==> src/rtl/spi_pkg.sv <==
// rtl/spi_pkg.sv - shared frame-length defaults and counter sizing for the SPI slave front end
package spi_pkg;

    localparam int W_CMD_DEF    = 8;
    localparam int W_DATA_DEF   = 16;
    localparam int SYNC_LEN_DEF = 2;

    // Bit counters hold 0..W plus one saturating overrun value.
    function automatic int cnt_width(input int w);
        return $clog2(w + 2);
    endfunction

endpackage

==> src/rtl/spi_sync_edge.sv <==
// rtl/spi_sync_edge.sv - multi-flop input synchroniser with history flop and edge strobes
module spi_sync_edge #(
    parameter int   SYNC_LEN = 2,
    parameter logic RST_VAL  = 1'b0
) (
    input  logic clk,
    input  logic rst_n,
    input  logic din,
    output logic lvl,
    output logic rise,
    output logic fall
);

    logic [SYNC_LEN-1:0] sr;
    logic                hist;

    always_ff @(posedge clk or negedge rst_n) begin
        if (!rst_n) begin
            sr   <= {SYNC_LEN{RST_VAL}};
            hist <= RST_VAL;
        end else begin
            sr   <= {sr[SYNC_LEN-2:0], din};
            hist <= sr[SYNC_LEN-1];
        end
    end

    assign lvl  = sr[SYNC_LEN-1];
    assign rise = lvl & ~hist;
    assign fall = ~lvl & hist;

endmodule

==> src/rtl/spi_slave_frontend.sv <==
// rtl/spi_slave_frontend.sv - oversampled SPI slave: command/data frame deserialiser and data-frame serialiser
module spi_slave_frontend
    import spi_pkg::*;
#(
    parameter int W_CMD    = W_CMD_DEF,
    parameter int W_DATA   = W_DATA_DEF,
    parameter int SYNC_LEN = SYNC_LEN_DEF
) (
    input  logic              clk,
    input  logic              rst_n,
    input  logic              spi_scl,
    input  logic              spi_sdi,
    input  logic              spi_cs_cmd,
    input  logic              spi_cs_data,
    output logic              spi_sdo,
    input  logic [W_DATA-1:0] tx_data,
    output logic              cmd_valid,
    output logic [W_CMD-1:0]  cmd,
    output logic              data_valid,
    output logic [W_DATA-1:0] data,
    output logic              frame_err
);

    localparam int CW_C = cnt_width(W_CMD);
    localparam int CW_D = cnt_width(W_DATA);
    localparam logic [CW_C-1:0] CMD_FULL  = CW_C'(W_CMD);
    localparam logic [CW_C-1:0] CMD_SAT   = CW_C'(W_CMD + 1);
    localparam logic [CW_D-1:0] DATA_FULL = CW_D'(W_DATA);
    localparam logic [CW_D-1:0] DATA_SAT  = CW_D'(W_DATA + 1);

    logic scl_lvl, scl_rise, scl_fall;
    logic sdi_lvl, sdi_rise, sdi_fall;
    logic csc_lvl, csc_rise, csc_fall;
    logic csd_lvl, csd_rise, csd_fall;

    spi_sync_edge #(.SYNC_LEN(SYNC_LEN), .RST_VAL(1'b0)) u_sync_scl (
        .clk(clk), .rst_n(rst_n), .din(spi_scl), .lvl(scl_lvl), .rise(scl_rise), .fall(scl_fall));
    spi_sync_edge #(.SYNC_LEN(SYNC_LEN), .RST_VAL(1'b0)) u_sync_sdi (
        .clk(clk), .rst_n(rst_n), .din(spi_sdi), .lvl(sdi_lvl), .rise(sdi_rise), .fall(sdi_fall));
    spi_sync_edge #(.SYNC_LEN(SYNC_LEN), .RST_VAL(1'b1)) u_sync_csc (
        .clk(clk), .rst_n(rst_n), .din(spi_cs_cmd), .lvl(csc_lvl), .rise(csc_rise), .fall(csc_fall));
    spi_sync_edge #(.SYNC_LEN(SYNC_LEN), .RST_VAL(1'b1)) u_sync_csd (
        .clk(clk), .rst_n(rst_n), .din(spi_cs_data), .lvl(csd_lvl), .rise(csd_rise), .fall(csd_fall));

    // Only SCL rises and CS rises drive framing; the remaining strobes are spare.
    logic unused_edges;
    assign unused_edges = &{1'b0, scl_lvl, scl_fall, sdi_rise, sdi_fall, csc_fall, csd_fall};

    logic [W_CMD-1:0]  cmd_sr;
    logic [W_DATA-1:0] data_sr;
    logic [W_DATA-1:0] tx_sr;
    logic [CW_C-1:0]   cmd_cnt;
    logic [CW_D-1:0]   data_cnt;
    logic              cmd_bad, data_bad, both_low_d;

    logic both_low, cmd_open, data_open;
    logic cmd_close, data_close, cmd_good, data_good;

    // A frame poisoned by CS overlap stays dead (no shifting, no further error) until its CS rises.
    assign both_low   = ~csc_lvl & ~csd_lvl;
    assign cmd_open   = ~csc_lvl &  csd_lvl & ~cmd_bad;
    assign data_open  = ~csd_lvl &  csc_lvl & ~data_bad;
    assign cmd_close  = csc_rise & ~cmd_bad;
    assign data_close = csd_rise & ~data_bad;
    assign cmd_good   = cmd_close  & (cmd_cnt  == CMD_FULL);
    assign data_good  = data_close & (data_cnt == DATA_FULL);

    always_ff @(posedge clk or negedge rst_n) begin
        if (!rst_n) begin
            cmd_valid  <= 1'b0;
            data_valid <= 1'b0;
            frame_err  <= 1'b0;
            cmd        <= '0;
            data       <= '0;
            cmd_sr     <= '0;
            data_sr    <= '0;
            tx_sr      <= '0;
            cmd_cnt    <= '0;
            data_cnt   <= '0;
            cmd_bad    <= 1'b0;
            data_bad   <= 1'b0;
            both_low_d <= 1'b0;
        end else begin
            both_low_d <= both_low;
            cmd_valid  <= cmd_good;
            data_valid <= data_good;
            frame_err  <= (both_low & ~both_low_d) | (cmd_close & ~cmd_good) | (data_close & ~data_good);

            if (cmd_good)  cmd  <= cmd_sr;
            if (data_good) data <= data_sr;

            if (both_low) begin
                cmd_bad  <= 1'b1;
                data_bad <= 1'b1;
            end else begin
                if (csc_rise) cmd_bad  <= 1'b0;
                if (csd_rise) data_bad <= 1'b0;
            end

            if (both_low || csc_rise) begin
                cmd_cnt <= '0;
                cmd_sr  <= '0;
            end else if (scl_rise && cmd_open) begin
                cmd_sr <= {cmd_sr[W_CMD-2:0], sdi_lvl};
                if (cmd_cnt != CMD_SAT) cmd_cnt <= cmd_cnt + 1'b1;
            end

            if (both_low || csd_rise) begin
                data_cnt <= '0;
                data_sr  <= '0;
            end else if (scl_rise && data_open) begin
                data_sr <= {data_sr[W_DATA-2:0], sdi_lvl};
                if (data_cnt != DATA_SAT) data_cnt <= data_cnt + 1'b1;
            end

            // Idle preload keeps the MSB on the line before the first SCL rise.
            if (csd_lvl) begin
                tx_sr <= tx_data;
            end else if (scl_rise && data_open) begin
                tx_sr <= {tx_sr[W_DATA-2:0], 1'b0};
            end
        end
    end

    assign spi_sdo = tx_sr[W_DATA-1] & data_open;

endmodule

==> config.mk <==
export PLATFORM = sky130hd
export DESIGN_NAME = spi_slave_frontend
export DESIGN_NICKNAME = d
export VERILOG_FILES = /design/src/rtl/spi_pkg.sv /design/src/rtl/spi_sync_edge.sv /design/src/rtl/spi_slave_frontend.sv
export SDC_FILE = /design/constraint.sdc
export NUM_CORES = 1
export LEC_CHECK = 0
export CAP_MARGIN = 10
export CORE_MARGIN = 2
export CORE_UTILIZATION = 58
export DETAILED_ROUTE_END_ITERATION = 7
export HOLD_SLACK_MARGIN = 0.02
export PLACE_DENSITY_LB_ADDON = 0.05
export SETUP_SLACK_MARGIN = 0.05
export SLEW_MARGIN = 30
export SYNTH_ARGS = -nofsm -noshare
export SYNTH_HDL_FRONTEND = slang
export SYNTH_SLANG_ARGS = --single-unit
==> constraint.sdc <==
create_clock -name clk -period 2.5 [get_ports clk]
set_input_delay 0.375 -clock clk [delete_from_list [all_inputs] [get_ports clk]]
set_output_delay 0.375 -clock clk [all_outputs]
set_load 0.01 [all_outputs]
After elaboration in Yosys (flattened, before gate mapping)
Cells that the tools add are included.
{"block": "totals", "input_bits": 22, "reg_bits": 90, "out_inout_bits": 28, "elab_cells": 83}
{"block": "classes", "n_reduce_logical": 13, "add_sub_neg": 2, "muxes": 16, "n_eq_ne": 4, "n_bitwise": 28}
{"operator": "2-to-1 mux 16 bit", "n": 4}
{"operator": "bitwise AND 1 bit", "n": 16}
{"operator": "2-to-1 mux 8 bit", "n": 2}
{"operator": "2-to-1 mux 5 bit", "n": 3}
{"operator": "nonzero test 2 bit", "n": 7}
{"operator": "2-to-1 mux 4 bit", "n": 3}
{"operator": "NOT 1 bit", "n": 10}
{"operator": "adder 5 x 1 -> 5 bit (second input constant)", "n": 1}
{"operator": "== test 5 bit (second input constant)", "n": 1}
{"operator": "inequality test 5 bit (second input constant)", "n": 1}
{"operator": "adder 4 x 1 -> 4 bit (second input constant)", "n": 1}
{"operator": "== test 4 bit (second input constant)", "n": 1}
{"operator": "2-to-1 mux 1 bit", "n": 4}
{"operator": "inequality test 4 bit (second input constant)", "n": 1}
{"operator": "AND reduction 2 bit", "n": 2}
{"operator": "logical AND 1 bit", "n": 2}
{"operator": "logical OR 1 bit", "n": 2}
{"operator": "bitwise OR 1 bit", "n": 2}

Logic depth before layout (Yosys ltp)
Gate-level depths: netlist (run 1).
{"block": "depth", "depth_word": 8, "ltp_mapped": 5, "ltp_nobuf": 5}

Cells and area by module
Synthesis (run 1) repeated with hierarchy kept, for this count alone.
{"block": "unflattened", "cells_unflattened": 313, "area_unflattened_um2": 3717.3}
{"mod": "spi_slave_frontend", "area_per_inst_um2": 3349.5, "cells_per_inst": 293, "n_inst": 1, "seq_area_each_um2": 1976.9}
{"mod": "spi_sync_edge (u_sync_csc ...)", "area_per_inst_um2": 93.8, "cells_per_inst": 5, "n_inst": 2, "seq_area_each_um2": 78.8}
{"mod": "spi_sync_edge (u_sync_scl ...)", "area_per_inst_um2": 90.1, "cells_per_inst": 5, "n_inst": 2, "seq_area_each_um2": 75.1}

Worst setup path after synthesis (run 1)
Ideal clock, no wire load.
{"block": "synth_timing", "path_kind": "register to register", "startpoint": "register u_sync_csd.sr[1]", "endpoint": "register data[10]", "arrival_ps": 1454, "setup_time_ps": 125, "required_time_ps": 2375, "path_buffers": 1, "setup_slack_ps": 921, "synth_period_minus_slack_ps": 1579, "stages_incl_launch_ff": 5, "path_cell_list": "dfstp_2 -> nor3b_1 -> nand3_2 -> buf_2 -> mux2_2"}
{"block": "synth_between", "elab_chain_cells": 3}
{"element": "from (decl)", "line": "spi_sync_edge.sv:14", "source": "logic [SYNC_LEN-1:0] sr;"}
{"element": "from (signal assigned)", "line": "spi_sync_edge.sv:19", "source": "sr <= {SYNC_LEN{RST_VAL}};"}
{"element": "from (signal assigned)", "line": "spi_sync_edge.sv:22", "source": "sr <= {sr[SYNC_LEN-2:0], din};"}
{"element": "bitwise AND 1 bit", "line": "spi_sync_edge.sv:28", "source": "assign rise = lvl & ~hist;"}
{"element": "bitwise AND 1 bit", "line": "spi_slave_frontend.sv:64", "source": "assign data_close = csd_rise & ~data_bad;"}
{"element": "bitwise AND 1 bit", "line": "spi_slave_frontend.sv:66", "source": "assign data_good = data_close & (data_cnt == DATA_FULL);"}
{"element": "to (signal assigned)", "line": "spi_slave_frontend.sv:90", "source": "if (data_good) data <= data_sr;"}
{"element": "to (decl)", "line": "spi_slave_frontend.sv:20", "source": "output logic [W_DATA-1:0] data,"}
No other way between the ends.
A chain may end at the register's enable or synchronous reset.

Worst setup path in the final report (run 1)
{"block": "layout_timing", "startpoint": "register u_sync_csc.sr[1]", "endpoint": "output port spi_sdo"}
{"block": "layout_between", "elab_chain_cells": 3}
{"element": "from (decl)", "line": "spi_sync_edge.sv:14"}
{"element": "from (signal assigned)", "line": "spi_sync_edge.sv:19"}
{"element": "from (signal assigned)", "line": "spi_sync_edge.sv:22"}
{"element": "bitwise AND 1 bit (2 in a row)", "line": "spi_slave_frontend.sv:62", "source": "assign data_open = ~csd_lvl & csc_lvl & ~data_bad;"}
{"element": "bitwise AND 1 bit", "line": "spi_slave_frontend.sv:125", "source": "assign spi_sdo = tx_sr[W_DATA-1] & data_open;"}
{"element": "to (decl)", "line": "spi_slave_frontend.sv:15", "source": "output logic spi_sdo,"}
No other way between the ends.

==> results of run 1 <==
[power breakdown]
group          internal (mW)  total [mW]  switching [mW]
Sequential              1.50        1.53          0.0328
Combinational         0.0883       0.184          0.0953
Clock                  0.583        1.06           0.477
Total                   2.17        2.78           0.605
[sequential cells by signal, summed over array words and instances (netlist names), 4 cells and up]
name / flops
data: 16
cmd_sr: 8
data_sr: 16
cmd: 8
data_cnt: 5
tx_sr: 16
cmd_cnt: 4
[layer usage]
layer  vias up  part of all wire (%)  wire length [um]
met1      1176                    47              3173
met3         6                   2.7               183
li1       1108                     -                 -
met2        43                    49              3257
met5         -                     0                 0
met4         0                   1.1                71
[layout make-up]
type	count	area, um^2	area share (%)
tap	75	93.84	2.112
clock inverter	5	78.83	1.774
inverter	8	30.03	0.6759
multi-input combinational	161	1282	28.87
sequential	90	2260	50.86
timing repair buffer	57	560.5	12.62
clock buffer	10	137.6	3.098
[cells by family (layout without fill, tap and decap cells)]
family          after synthesis  count (layout)  share of synthesized area (%)
flops                        90              90                          62.36
compound gates               64              64                          13.33
simple gates                 57              57                          9.496
mux                          33              33                          10.08
buf+inv                      21              80                          2.417
fa+ha+maj                     6               6                          2.072
xor+xnor                      1               1                         0.2418
[path summary, 6_finish.rpt]
kind / endpoint / slack, ns / cells after the start
min in group clk: u_sync_csd.sr[1] / 0.36 / 0
min reg2reg: u_sync_csd.sr[1] / 0.36 / 0
max in group asynchronous: u_sync_csd.hist / 1.72 / 2
max: spi_sdo / 0.20 / 3
min: data[11] / 0.08 / 1
max reg2reg: tx_sr[8] / 0.44 / 4
[synthesized netlist by cell type, drive strengths merged]
library cell | n | area share [%]
a221o | 15 | 4.1
inv | 7 | 0.73
dfstp | 6 | 4.4
mux2 | 28 | 8.7
buf | 7 | 0.97
ha | 6 | 2.1
mux2i | 5 | 1.4
nor2b | 1 | 0.17
or4 | 2 | 0.41
a2bb2oi | 1 | 0.24
nor3b | 5 | 1.0
nor2 | 3 | 0.31
a21boi | 1 | 0.21
o31ai | 1 | 0.21
nand2 | 10 | 1.0
xnor2 | 1 | 0.24
dfrtp | 84 | 58
clkbuf | 6 | 0.62
nor4bb | 2 | 0.55
nand3b | 1 | 0.21
or3b | 1 | 0.31
nand4bb | 1 | 0.31
and2 | 15 | 2.6
a21oi | 12 | 1.7
clkinv | 1 | 0.10
a21o | 1 | 0.21
nor3 | 2 | 0.41
o21ai | 13 | 1.8
a22o | 17 | 4.1
nand4 | 1 | 0.17
nand2b | 1 | 0.17
nand3 | 12 | 1.8
a311oi | 1 | 0.24
o311ai | 1 | 0.24
a21bo | 1 | 0.28
[worst register-to-register path: stages, from the launching register on]
cell and delay (ns):
dfrtp_1 0.44, or3b_4 0.46, nor2_2 0.60, buf_4 0.33, a221o_1 0.18
==> impl_metrics.env, run 1 <==
export IMPL_ant_nets=0
export IMPL_hold_viol=0
export IMPL_met3_usage_pct=3.976
export IMPL_cp_cell_sequence="nand2b_1, nor3b_1, clkdlybuf4s50_1"
export IMPL_worst_slack_ns=0.1992
export IMPL_power_density_nw_per_um2=625.5
export IMPL_insertedDiodeCount=0
export IMPL_die_x_um=83.04
export IMPL_synth_nets=300
export IMPL_cap_violations=0
export IMPL_drc=0
export IMPL_numCtsBuffers=9
export IMPL_rsz0062_at_grt="false"
export IMPL_final_layout_size_suffix_gt1_share_pct=19.34
export IMPL_crit_start="u_sync_csc.sr[1]"
export IMPL_dp_cells=391
export IMPL_final_cell_area_um2=4443
export IMPL_row_count=28
export IMPL_netlist_area_um2=3623
export IMPL_io_pins=50
export IMPL_yosysUniqueCellTypes=38
export IMPL_grt_max_degree=57
export IMPL_status="completed"
export IMPL_busiest_layer="met2"
export IMPL_place_area_um2=4223
export IMPL_area_growth_pct=22.62
export IMPL_criticalPathCategory="reg2out"
export IMPL_setup_viol=0
export IMPL_finalNonFillerCells=406
export IMPL_critPathLaunchType="flip-flop"
export IMPL_arrival_ns=1.93
export IMPL_skew_ns=0.007127
export IMPL_ys_seq_elements=90
export IMPL_relSlewSlack_pct=49.04
export IMPL_grt_pass1_vias=2343
export IMPL_chipHeight_um=83.04
export IMPL_final_max_slew_viol_count=0
export IMPL_grt_util_met2_pct=31.38
export IMPL_vias_per_cell=5.746
export IMPL_grt_ovfl_total=0
export IMPL_clockRootBuffer="clkbuf_8"
export IMPL_reg2reg_from="data_bad"
export IMPL_power_leakage_nw=2.017
export IMPL_drtIter0Drc=119
export IMPL_cp_end_kind="output pin"
export IMPL_num_vias=2333
export IMPL_crit_path_max_fanout=6
export IMPL_min_period_ns=2.301
export IMPL_cpLargestDelayFamily="buffers and inverters"
export IMPL_initial_core_util_pct=60.48
export IMPL_track_usage_pct=20.25
export IMPL_seq_area_frac_synth_pct=62.36
export IMPL_clk_latency_ns=0.34
export IMPL_use_met1_pct=28.95
export IMPL_whs_ns=0.08101
export IMPL_cts_repair_resize_count=0
export IMPL_layout_common_cells="dfrtp_1, clkdlybuf4s50_1, mux2_2, a22o_1"
export IMPL_hpwlAfterDp_mm=4.470
export IMPL_place_gp_congestion=0.7698
export IMPL_num_nets_final=355
export IMPL_clkSinkCount=90
export IMPL_cp_num_buf_inv=1
export IMPL_layout_worst_path_cycle_share_pct=92.03
export IMPL_drt_pass1_iter_count=4
export IMPL_grt_pass1_wl_mm=11.32
export IMPL_tns_ns=0
export IMPL_cts_path_max_buffers=2
export IMPL_wl_mm=6.686
export IMPL_design_core_area_um2=5991
export IMPL_cpPeakStageDelay_ns=0.59
export IMPL_peakVddDrop_mv=0.3633
export IMPL_h_tree_depth=3
export IMPL_max_freq_mhz=434.6
export IMPL_wl_per_cell_um=16.47
export IMPL_avgSynthCellArea_um2=13.32
export IMPL_antenna_found_initial=0
export IMPL_ys_warn_count=0
export IMPL_worstPathRequired_ns=2.12
export IMPL_die_area_um2=6896
export IMPL_clk_pin_slew_ns=0.08
export IMPL_post_place_ws_ns=0.4597
export IMPL_postCtsHoldBufs=0
export IMPL_worst_pin_slew_ns=0.7636
export IMPL_cpMaxStageDelayCell="clkdlybuf4s50_1"
export IMPL_postCtsSetupRepairBufs=0
export IMPL_utilization_pct=74.16
export IMPL_netlist_instances=272
export IMPL_layout_commonest_cell="dfrtp_1"
export IMPL_fillerInstances=382
export IMPL_portBuffers=49
export IMPL_tritoncts="done"
export IMPL_hp_class="in2async"
export IMPL_finalPower_mw=2.779
Note: power is estimated with default switching activity, not from simulation.
==> run 2: changes to the inputs <==
--- a/config.mk
+++ b/config.mk
@@ -14,3 +14,3 @@
 export SETUP_SLACK_MARGIN = 0.05
-export SLEW_MARGIN = 30
+export SLEW_MARGIN = 10
 export SYNTH_ARGS = -nofsm -noshare
--- a/constraint.sdc
+++ b/constraint.sdc
@@ -3,2 +3,2 @@
 set_output_delay 0.375 -clock clk [all_outputs]
-set_load 0.01 [all_outputs]
+set_load 0.1 [all_outputs]
==> run 2 against run 1 <==
Against the previous run: via count rose by 2.1%; clock skew fell by 0.00067 ns; fmax rose by 4.4%; non-clock buffer count did not move; total power fell by 6.4%; global-route usage rose by 0.11 points; critical path depth rose by 1; hold slack improved by 0.052 ns; clock-buffer cell count did not move; final cell count rose by 0.25%; final area fell by 2.5%; critical endpoint unchanged.
==> impl_metrics.env, run 2 (synthesized netlist as in run 1, its figures left out) <==
export IMPL_status="completed"
export IMPL_cap_violations=0
export IMPL_setup_viol=0
export IMPL_hpwlAfterDp_mm=4.359
export IMPL_design_core_area_um2=5991
export IMPL_drt_pass1_iter_count=4
export IMPL_ant_nets=0
export IMPL_cts_repair_resize_count=0
export IMPL_power_leakage_nw=2.044
export IMPL_utilization_pct=72.33
export IMPL_criticalPathCategory="reg2out"
export IMPL_io_pins=50
export IMPL_antenna_found_initial=0
export IMPL_peakVddDrop_mv=0.4163
export IMPL_critPathLaunchType="flip-flop"
export IMPL_clkSinkCount=90
export IMPL_finalPower_mw=2.601
export IMPL_grt_pass1_vias=2287
export IMPL_crit_start="u_sync_csc.sr[1]"
export IMPL_numCtsBuffers=9
export IMPL_arrival_ns=1.83
export IMPL_reg2reg_from="u_sync_csd.sr[1]"
export IMPL_post_place_ws_ns=0.2893
export IMPL_chipHeight_um=83.04
export IMPL_final_layout_size_suffix_gt1_share_pct=27.71
export IMPL_track_usage_pct=20.36
export IMPL_tns_ns=0
export IMPL_cp_num_buf_inv=2
export IMPL_hold_viol=0
export IMPL_top_regs="data (16), data_sr (16), tx_sr (16)"
export IMPL_die_x_um=83.04
export IMPL_relSlewSlack_pct=27.81
export IMPL_layout_worst_path_cycle_share_pct=88.12
export IMPL_grt_max_degree=72
export IMPL_power_density_nw_per_um2=600.2
export IMPL_grt_ovfl_total=0
export IMPL_clk_pin_slew_ns=0.09
export IMPL_h_tree_depth=3
export IMPL_clk_latency_ns=0.35
export IMPL_max_freq_mhz=453.9
export IMPL_final_max_slew_viol_count=0
export IMPL_worst_pin_slew_ns=1.083
export IMPL_num_vias=2382
export IMPL_drc=0
export IMPL_die_area_um2=6896
export IMPL_vias_per_cell=5.853
export IMPL_place_gp_congestion=0.7961
export IMPL_fillerInstances=438
export IMPL_whs_ns=0.1332
export IMPL_seqCellArea_um2=2260
export IMPL_hp_class="in2async"
export IMPL_finalNonFillerCells=407
export IMPL_insertedDiodeCount=0
export IMPL_worst_slack_ns=0.2970
export IMPL_portBuffers=49
export IMPL_cpMaxStageDelayCell="dfstp_2"
export IMPL_crit_path_max_fanout=11
export IMPL_dp_cells=391
export IMPL_rsz0062_at_grt="false"
export IMPL_clockRootBuffer="clkbuf_8"
export IMPL_rrSetupSlack_ns=0.40
export IMPL_wl_mm=6.580
export IMPL_wl_per_cell_um=16.17
export IMPL_initial_core_util_pct=60.48
export IMPL_row_count=28
export IMPL_layout_commonest_cell="dfrtp_1"
export IMPL_area_growth_pct=19.58
export IMPL_place_area_um2=4158
export IMPL_min_period_ns=2.203
export IMPL_crit_path_end="spi_sdo"
export IMPL_reg2reg_depth=3
export IMPL_cp_end_kind="output pin"
export IMPL_postCtsHoldBufs=0
export IMPL_skew_ns=0.006456
export IMPL_postCtsSetupRepairBufs=0
export IMPL_multi_input_area_um2=1289
export IMPL_grt_pass1_wl_mm=11.38
export IMPL_final_cell_area_um2=4333
export IMPL_cts_path_max_buffers=2
export IMPL_layout_common_cells="dfrtp_1, buf_4, mux2_2, clkdlybuf4s50_1, a22o_1"
export IMPL_cp_cell_sequence="nand2b_1, buf_4, nor3b_2, buf_12"
export IMPL_worstPathRequired_ns=2.12
export IMPL_drtIter0Drc=102
export IMPL_tritoncts="done"
export IMPL_cpLargestDelayFamily="flip-flops"
export IMPL_reg2reg_to="data[4]"
export IMPL_path_depth=4
export IMPL_num_nets_final=355
export IMPL_cpPeakStageDelay_ns=0.66
==> run 2: report_power, final <==
part | switching [mW] | internal, mW | total (mW)
combinational | 0.105 | 0.0873 | 0.192
sequential | 0.0399 | 1.50 | 1.54
clock | 0.503 | 0.363 | 0.867
total | 0.648 | 1.95 | 2.60
==> run 2: metal layers <==
metal / track usage [%] / part of all wire (%) / vias to the layer above / wire length, um
li1: - / - / 1110 / -
met1: 29.16 / 48 / 1217 / 3137
met2: 31.60 / 48 / 49 / 3159
met3: 4.374 / 3.5 / 6 / 232
met4: 6.259 / 0.76 / 0 / 50
met5: 0 / 0 / - / 0
==> run 2: worst register-to-register path, delay by kind of cell, from the launching register on <==
kind          cells  cell delay [ns]
mux               1             0.42
simple gates      2             0.76
flops             1             0.81
==> run 2: worst min-delay path by stage <==
| stage | from | to | slack, ns | cells after the start |
|---|---|---|---|---|
| floorplan | rst_n | both_low_d | 0.08 | 0 |
| global placement | u_sync_sdi.sr[0] | u_sync_sdi.sr[1] | 0.33 | 0 |
| detailed placement | u_sync_scl.sr[0] | u_sync_scl.sr[1] | 0.34 | 0 |
| CTS | rst_n | u_sync_scl.hist | 0.16 | 1 |
| global route | rst_n | data_valid | 0.21 | 1 |
| finish | rst_n | data[12] | 0.13 | 1 |
==> run 2: cell type report <==
class	count	area share, %
Tap cell	75	2.166
Inverter	8	0.6930
Multi-Input combinational cell	161	29.74
Clock inverter	6	0.9818
Sequential cell	90	52.15
Timing Repair Buffer	57	11.32
Clock buffer	10	2.945
